--- config.mk ---
export PLATFORM = sky130hd
export DESIGN_NAME = ch_cfg_spi_bridge
export DESIGN_NICKNAME = d
export VERILOG_FILES = /design/src/rtl/ch_cfg_spi_bridge.sv
export SDC_FILE = /design/constraint.sdc
export NUM_CORES = 1
export LEC_CHECK = 0
export BUFFER_PORTS_ARGS = -buffer_cell sky130_fd_sc_hd__buf_2
export CAP_MARGIN = 5
export CORE_ASPECT_RATIO = 0.7
export CORE_MARGIN = 2
export CORE_UTILIZATION = 39
export DETAILED_ROUTE_END_ITERATION = 10
export GPL_ROUTABILITY_DRIVEN = 0
export GPL_TIMING_DRIVEN = 0
export HOLD_SLACK_MARGIN = 0.03
export PLACE_DENSITY = 0.63
export SLEW_MARGIN = 10
export SYNTH_ARGS = -nofsm -noshare
export SYNTH_HDL_FRONTEND = slang
export SYNTH_SLANG_ARGS = --single-unit
--- constraint.sdc ---
create_clock -name CLK_LOW -period 2.1 [get_ports CLK_LOW]
set_input_delay 0.42 -clock CLK_LOW [delete_from_list [all_inputs] [get_ports CLK_LOW]]
set_output_delay 0.42 -clock CLK_LOW [all_outputs]
set_load 0.01 [all_outputs]
--- src/rtl/ch_cfg_spi_bridge.sv ---
// ---------------------------------------------------------------------------
// ch_cfg_spi_bridge
//   SPI slave (mode 0, MSB first) that turns framed writes from the
//   front-panel MCU into one-cycle register-write strobes for the per-channel
//   register-config blocks.
//
//   Frame: byte0 header {AINC, 3'b000, CH[3:0]}, byte1 start address,
//          byte2..N data bytes (one write each).
//
// Ports:
//   CLK_LOW          system low-speed clock
//   reset_n          asynchronous active-low reset
//   SPI_CS_N         chip select, active-low (asynchronous)
//   SPI_SCK          SPI clock, idle low (asynchronous, <= CLK_LOW/4)
//   SPI_MOSI         serial data, sampled on SCK rising edge
//   ERR_CLR          synchronous clear of FRAME_ERR
//   CH_CONFIG_WE     per-channel write strobe (one cycle)
//   CH_CONFIG_ADDR   register address, held until next write
//   CH_CONFIG_DATA   register data, held until next write
//   FRAME_ERR        sticky header decode error
//   BUSY             synchronized chip select, inverted
//
// Build option:
//   CH_CFG_BROADCAST_EN - header CH = 4'hF writes all channels at once.
//                         Without it CH = 4'hF is a decode error.
// ---------------------------------------------------------------------------
module ch_cfg_spi_bridge #(
    parameter int NUM_CH      = 2,
    parameter int SYNC_STAGES = 2
) (
    input  logic              CLK_LOW,
    input  logic              reset_n,
    input  logic              SPI_CS_N,
    input  logic              SPI_SCK,
    input  logic              SPI_MOSI,
    input  logic              ERR_CLR,
    output logic [NUM_CH-1:0] CH_CONFIG_WE,
    output logic [7:0]        CH_CONFIG_ADDR,
    output logic [7:0]        CH_CONFIG_DATA,
    output logic              FRAME_ERR,
    output logic              BUSY
);

    localparam logic [4:0] NUM_CH_W = 5'(NUM_CH);

    typedef enum logic [2:0] {
        ST_IDLE,
        ST_HDR,
        ST_ADDR,
        ST_DATA,
        ST_DISCARD
    } state_t;

    logic [SYNC_STAGES-1:0] cs_sync_q;
    logic [SYNC_STAGES-1:0] sck_sync_q;
    logic [SYNC_STAGES-1:0] mosi_sync_q;
    logic [SYNC_STAGES-1:0] rdy_q;
    logic                   cs_s, sck_s, mosi_s, sync_rdy, sck_rise;

    logic                   sck_prev_q;
    logic [7:0]             shift_q;
    logic [2:0]             bitcnt_q;
    logic                   byte_vld_q;

    state_t                 state_q;
    logic                   ainc_q;
    logic                   bcast_q;
    logic [3:0]             ch_q;
    logic [7:0]             addr_q;
    logic [NUM_CH-1:0]      we_q;
    logic [NUM_CH-1:0]      we_d;
    logic [7:0]             waddr_q;
    logic [7:0]             wdata_q;
    logic                   err_q;

    logic [3:0]             hdr_ch;
    logic                   hdr_bcast;
    logic                   hdr_bad;

    // Stage 0: input synchronizers. CS resets high so BUSY reads 0 in reset.
    // rdy_q flags when the chains hold real pin samples rather than reset
    // values, so a frame already running at reset release stays discarded.
    always_ff @(posedge CLK_LOW or negedge reset_n) begin
        if (!reset_n) begin
            cs_sync_q   <= '1;
            sck_sync_q  <= '0;
            mosi_sync_q <= '0;
            rdy_q       <= '0;
        end else begin
            cs_sync_q   <= {cs_sync_q[SYNC_STAGES-2:0], SPI_CS_N};
            sck_sync_q  <= {sck_sync_q[SYNC_STAGES-2:0], SPI_SCK};
            mosi_sync_q <= {mosi_sync_q[SYNC_STAGES-2:0], SPI_MOSI};
            rdy_q       <= {rdy_q[SYNC_STAGES-2:0], 1'b1};
        end
    end

    assign cs_s     = cs_sync_q[SYNC_STAGES-1];
    assign sck_s    = sck_sync_q[SYNC_STAGES-1];
    assign mosi_s   = mosi_sync_q[SYNC_STAGES-1];
    assign sync_rdy = rdy_q[SYNC_STAGES-1];
    assign sck_rise = sck_s & ~sck_prev_q & ~cs_s;

    // Stage 1: bit counter and byte-complete strobe.
    always_ff @(posedge CLK_LOW or negedge reset_n) begin
        if (!reset_n) begin
            sck_prev_q <= 1'b0;
            bitcnt_q   <= 3'd0;
            byte_vld_q <= 1'b0;
        end else begin
            sck_prev_q <= sck_s;
            byte_vld_q <= 1'b0;
            if (cs_s) begin
                bitcnt_q <= 3'd0;
            end else if (sck_rise) begin
                bitcnt_q   <= bitcnt_q + 3'd1;
                byte_vld_q <= (bitcnt_q == 3'd7);
            end
        end
    end

    always_ff @(posedge CLK_LOW) begin
        if (sck_rise) begin
            shift_q <= {shift_q[6:0], mosi_s};
        end
    end

    // Header decode, evaluated on the completed byte in shift_q.
    assign hdr_ch = shift_q[3:0];
`ifdef CH_CFG_BROADCAST_EN
    assign hdr_bcast = (hdr_ch == 4'hF);
`else
    assign hdr_bcast = 1'b0;
`endif
    assign hdr_bad = (shift_q[6:4] != 3'b000) ||
                     (!hdr_bcast && ({1'b0, hdr_ch} >= NUM_CH_W));

    always_comb begin
        we_d = '0;
        for (int i = 0; i < NUM_CH; i++) begin
            we_d[i] = bcast_q | (ch_q == 4'(i));
        end
    end

    // Stage 2: frame FSM with registered write outputs.
    always_ff @(posedge CLK_LOW or negedge reset_n) begin
        if (!reset_n) begin
            state_q <= ST_DISCARD;
            ainc_q  <= 1'b0;
            bcast_q <= 1'b0;
            ch_q    <= 4'd0;
            addr_q  <= 8'd0;
            we_q    <= '0;
            waddr_q <= 8'd0;
            wdata_q <= 8'd0;
            err_q   <= 1'b0;
        end else begin
            we_q <= '0;
            if (ERR_CLR) begin
                err_q <= 1'b0;
            end
            if (cs_s && sync_rdy) begin
                state_q <= ST_IDLE;
            end else begin
                case (state_q)
                    ST_IDLE: begin
                        if (!cs_s) begin
                            state_q <= ST_HDR;
                        end
                    end
                    ST_HDR: begin
                        if (byte_vld_q) begin
                            if (hdr_bad) begin
                                err_q   <= 1'b1;  // set wins over ERR_CLR
                                state_q <= ST_DISCARD;
                            end else begin
                                ainc_q  <= shift_q[7];
                                ch_q    <= hdr_ch;
                                bcast_q <= hdr_bcast;
                                state_q <= ST_ADDR;
                            end
                        end
                    end
                    ST_ADDR: begin
                        if (byte_vld_q) begin
                            addr_q  <= shift_q;
                            state_q <= ST_DATA;
                        end
                    end
                    ST_DATA: begin
                        if (byte_vld_q) begin
                            we_q    <= we_d;
                            waddr_q <= addr_q;
                            wdata_q <= shift_q;
                            if (ainc_q) begin
                                addr_q <= addr_q + 8'd1;
                            end
                        end
                    end
                    ST_DISCARD: begin
                        state_q <= ST_DISCARD;
                    end
                    default: begin
                        state_q <= ST_DISCARD;
                    end
                endcase
            end
        end
    end

    assign CH_CONFIG_WE   = we_q;
    assign CH_CONFIG_ADDR = waddr_q;
    assign CH_CONFIG_DATA = wdata_q;
    assign FRAME_ERR      = err_q;
    assign BUSY           = ~cs_s;

endmodule

==> impl_metrics.ini <==
[global_route]
grtUsageMet3 = 0.0419
grt_use_met1 = 0.209
grt_start_max_net_pins = 49
grt_use_total = 0.142
grt_pass1_wl_um = 6670
busiest_layer = met1
antenna_found_initial = 0
globalRouteMet2Util = 0.204
first_global_vias = 1292
grt_overflow = 0

[synth]
avgSynthCellArea_um2 = 13.0
synth_seq_cells = 56
yosysTopAreaCell = dfrtp_1
syn_area_mm2 = 0.00221
ys_top_cells_by_area = dfrtp_1 51%, edfxtp_1 11%, mux2_2 9.2%
synthDominantCellAreaShare = 0.509
syn_inst = 170
synth_fp_nets = 179
ys_seq_area_frac = 0.653
synth_warnings = 0
ys_types = 35

[worst_setup_path]
end_kind = flip-flop
cpMaxStageDelayCell = dfstp_2
startpoint_type = flip-flop
critPathBufInv = 1
cp.arrival_ps = 1970
crit_type = reg -> reg
worstPathCellList = and3b_1 -> nand3_2 -> buf_2 -> mux2_2
crit_family = flip-flops
critical_path_required_ps = 2300
max_stage_delay_ps = 590
worst-path-max-fanout = 10

[run]
maxCapViolCount = 0

[drt]
via_count = 1372
totalWireLength_um = 3920
dr.pass1.iters = 4
drc = 0
drtIter0Drc = 42
vias_per_cell = 4.99
ant_nets = 0
post_drt_wl_per_cell_um = 14.3

[cts]
root_buffer = clkbuf_8
clock_latency_ps = 310
cts_made_buffers = 5
cts_sinks = 56
clk_transition_reported_paths_ps = 90
cts_hold_buf = 0
postCtsResizedCells = 0
clk_path_buf_depth = 2
htreeDepth = 2
post_cts_buffers = 0
cts_tree = yes

[pwr]
leakagePower_nw = 1.25
power_density_mw_per_mm2 = 703
vdd_drop_max_mv = 0.387

[sta]
rsz0062_at_grt = no
setup_viol = 0
final_max_slew_viol_count = 0
finalCriticalPeriod_ps = 1770
timing.hold.ws_ps = 195
finalSetupTns_ps = 0
finalWorstSetupSlack_ps = 328
maxSlewHeadroom = 0.304
timing_hold_violations_final = 0
period_share = 0.844
skew_ps = 8.28
fmax_mhz = 564
worstMarginPinSlew_ps = 1040

[placement]
post-place-ws_ps = 322
numPortBuffers = 25
place_hpwl_um = 2680

[cells_and_area]
nets = 211
drive_gt1_frac = 0.300
n_antenna_cell = 0
final_common_cell = dfrtp_1
syn2layout_area_growth_pct = 13.7
final_cell_mix = 45 x dfrtp_1, 27 x buf_2, 18 x mux2_2

[die]
start_util = 0.412
rows = 22
die_w_um = 94.0
core-area_mm2 = 0.00537
dieArea_mm2 = 0.00630
die_h_um = 67.0
ios = 26

[status]
outcome = complete, no violations

[hold_path]
hold_path.class = in -> reg
[sequential cells by signal (all words and copies together) (netlist names), 3 cells and up]
signal,cells
shift_q,8
CH_CONFIG_DATA,8
addr_q,8
state_q,3
ch_q,4
bitcnt_q,3
CH_CONFIG_ADDR,8
[kinds of logic after synthesis]
kind of cell               Yosys count  synth area share
AOI/OAI and AO/OA                   26            0.0758
xor gates and xnor gates             1           0.00396
adders and majority gates            3            0.0170
buffers and inverters                8            0.0215
DFF                                 56             0.653
muxes                               20             0.101
other                                1           0.00170
and+or+nand+nor                     55             0.126
[stage by stage]
step	std cells	instance area, um^2	total power, mW	util
floorplan	170	2210	1.18	-
global placement	267	2430	1.21	0.452
detailed placement	267	2430	1.21	0.452
CTS	275	2520	1.79	0.469
global route	275	2520	1.84	0.469
finish	275	2520	1.77	0.469
[final cells by class]
cell class	count	area, um^2
plain buffers	5	36.3
flip-flops and latches	56	1450
repair buffers	25	125
multi-input cells	106	719
well taps	72	90.1
inverters	3	11.3
clock buffers	6	72.6
clock inverters	2	16.3
fillers	521	2850
[worst reg2reg max path, stage by stage (launching register included)]
cell	delay (ps)
dfstp_2	590
and3b_1	210
nand3_2	200
buf_2	300
mux2_2	370
[where the power goes]
group | internal (mW) | switching (mW) | leakage [nW]
registers | 1.12 | 0.0150 | 0.715
logic | 0.0173 | 0.0342 | 0.490
clock network | 0.238 | 0.347 | 0.0414
[metal layers]
metal / wire [um] / vias up
li1: - / 663
met1: 2070 / 678
met2: 1620 / 29
met3: 216 / 2
met4: 17 / 0
met5: 0 / -
[synthesized netlist by cell type, drive strengths merged]
cell type	n
xor2	1
clkbuf	1
nor4	1
nand2	11
mux2i	2
a21oi	7
a31oi	4
nor3	2
dfstp	3
and3b	1
inv	3
conb	1
or3	4
mux2	18
ha	3
and2	4
edfxtp	8
nor2b	1
nand3b	1
a2bb2oi	4
or4	1
o21ai	7
o22ai	2
a21o	1
a32o	1
nor2	16
buf	4
nand2b	2
dfrtp	45
nand3	8
and3	3
[path summary, 6_finish.rpt]
kind	from	endpoint	slack (ps)	cells after the start
max	state_q[2]	CH_CONFIG_DATA[7]	330	4
min	SPI_CS_N	cs_sync_q[0]	200	1
min in group asynchronous	reset_n	bitcnt_q[1]	280	1
min reg2reg	sck_sync_q[0]	sck_sync_q[1]	350	0
max in group asynchronous	reset_n	CH_CONFIG_ADDR[3]	1170	1
max reg2reg	state_q[2]	CH_CONFIG_DATA[7]	330	4
No activity file was read; power rests on OpenSTA's default activity.
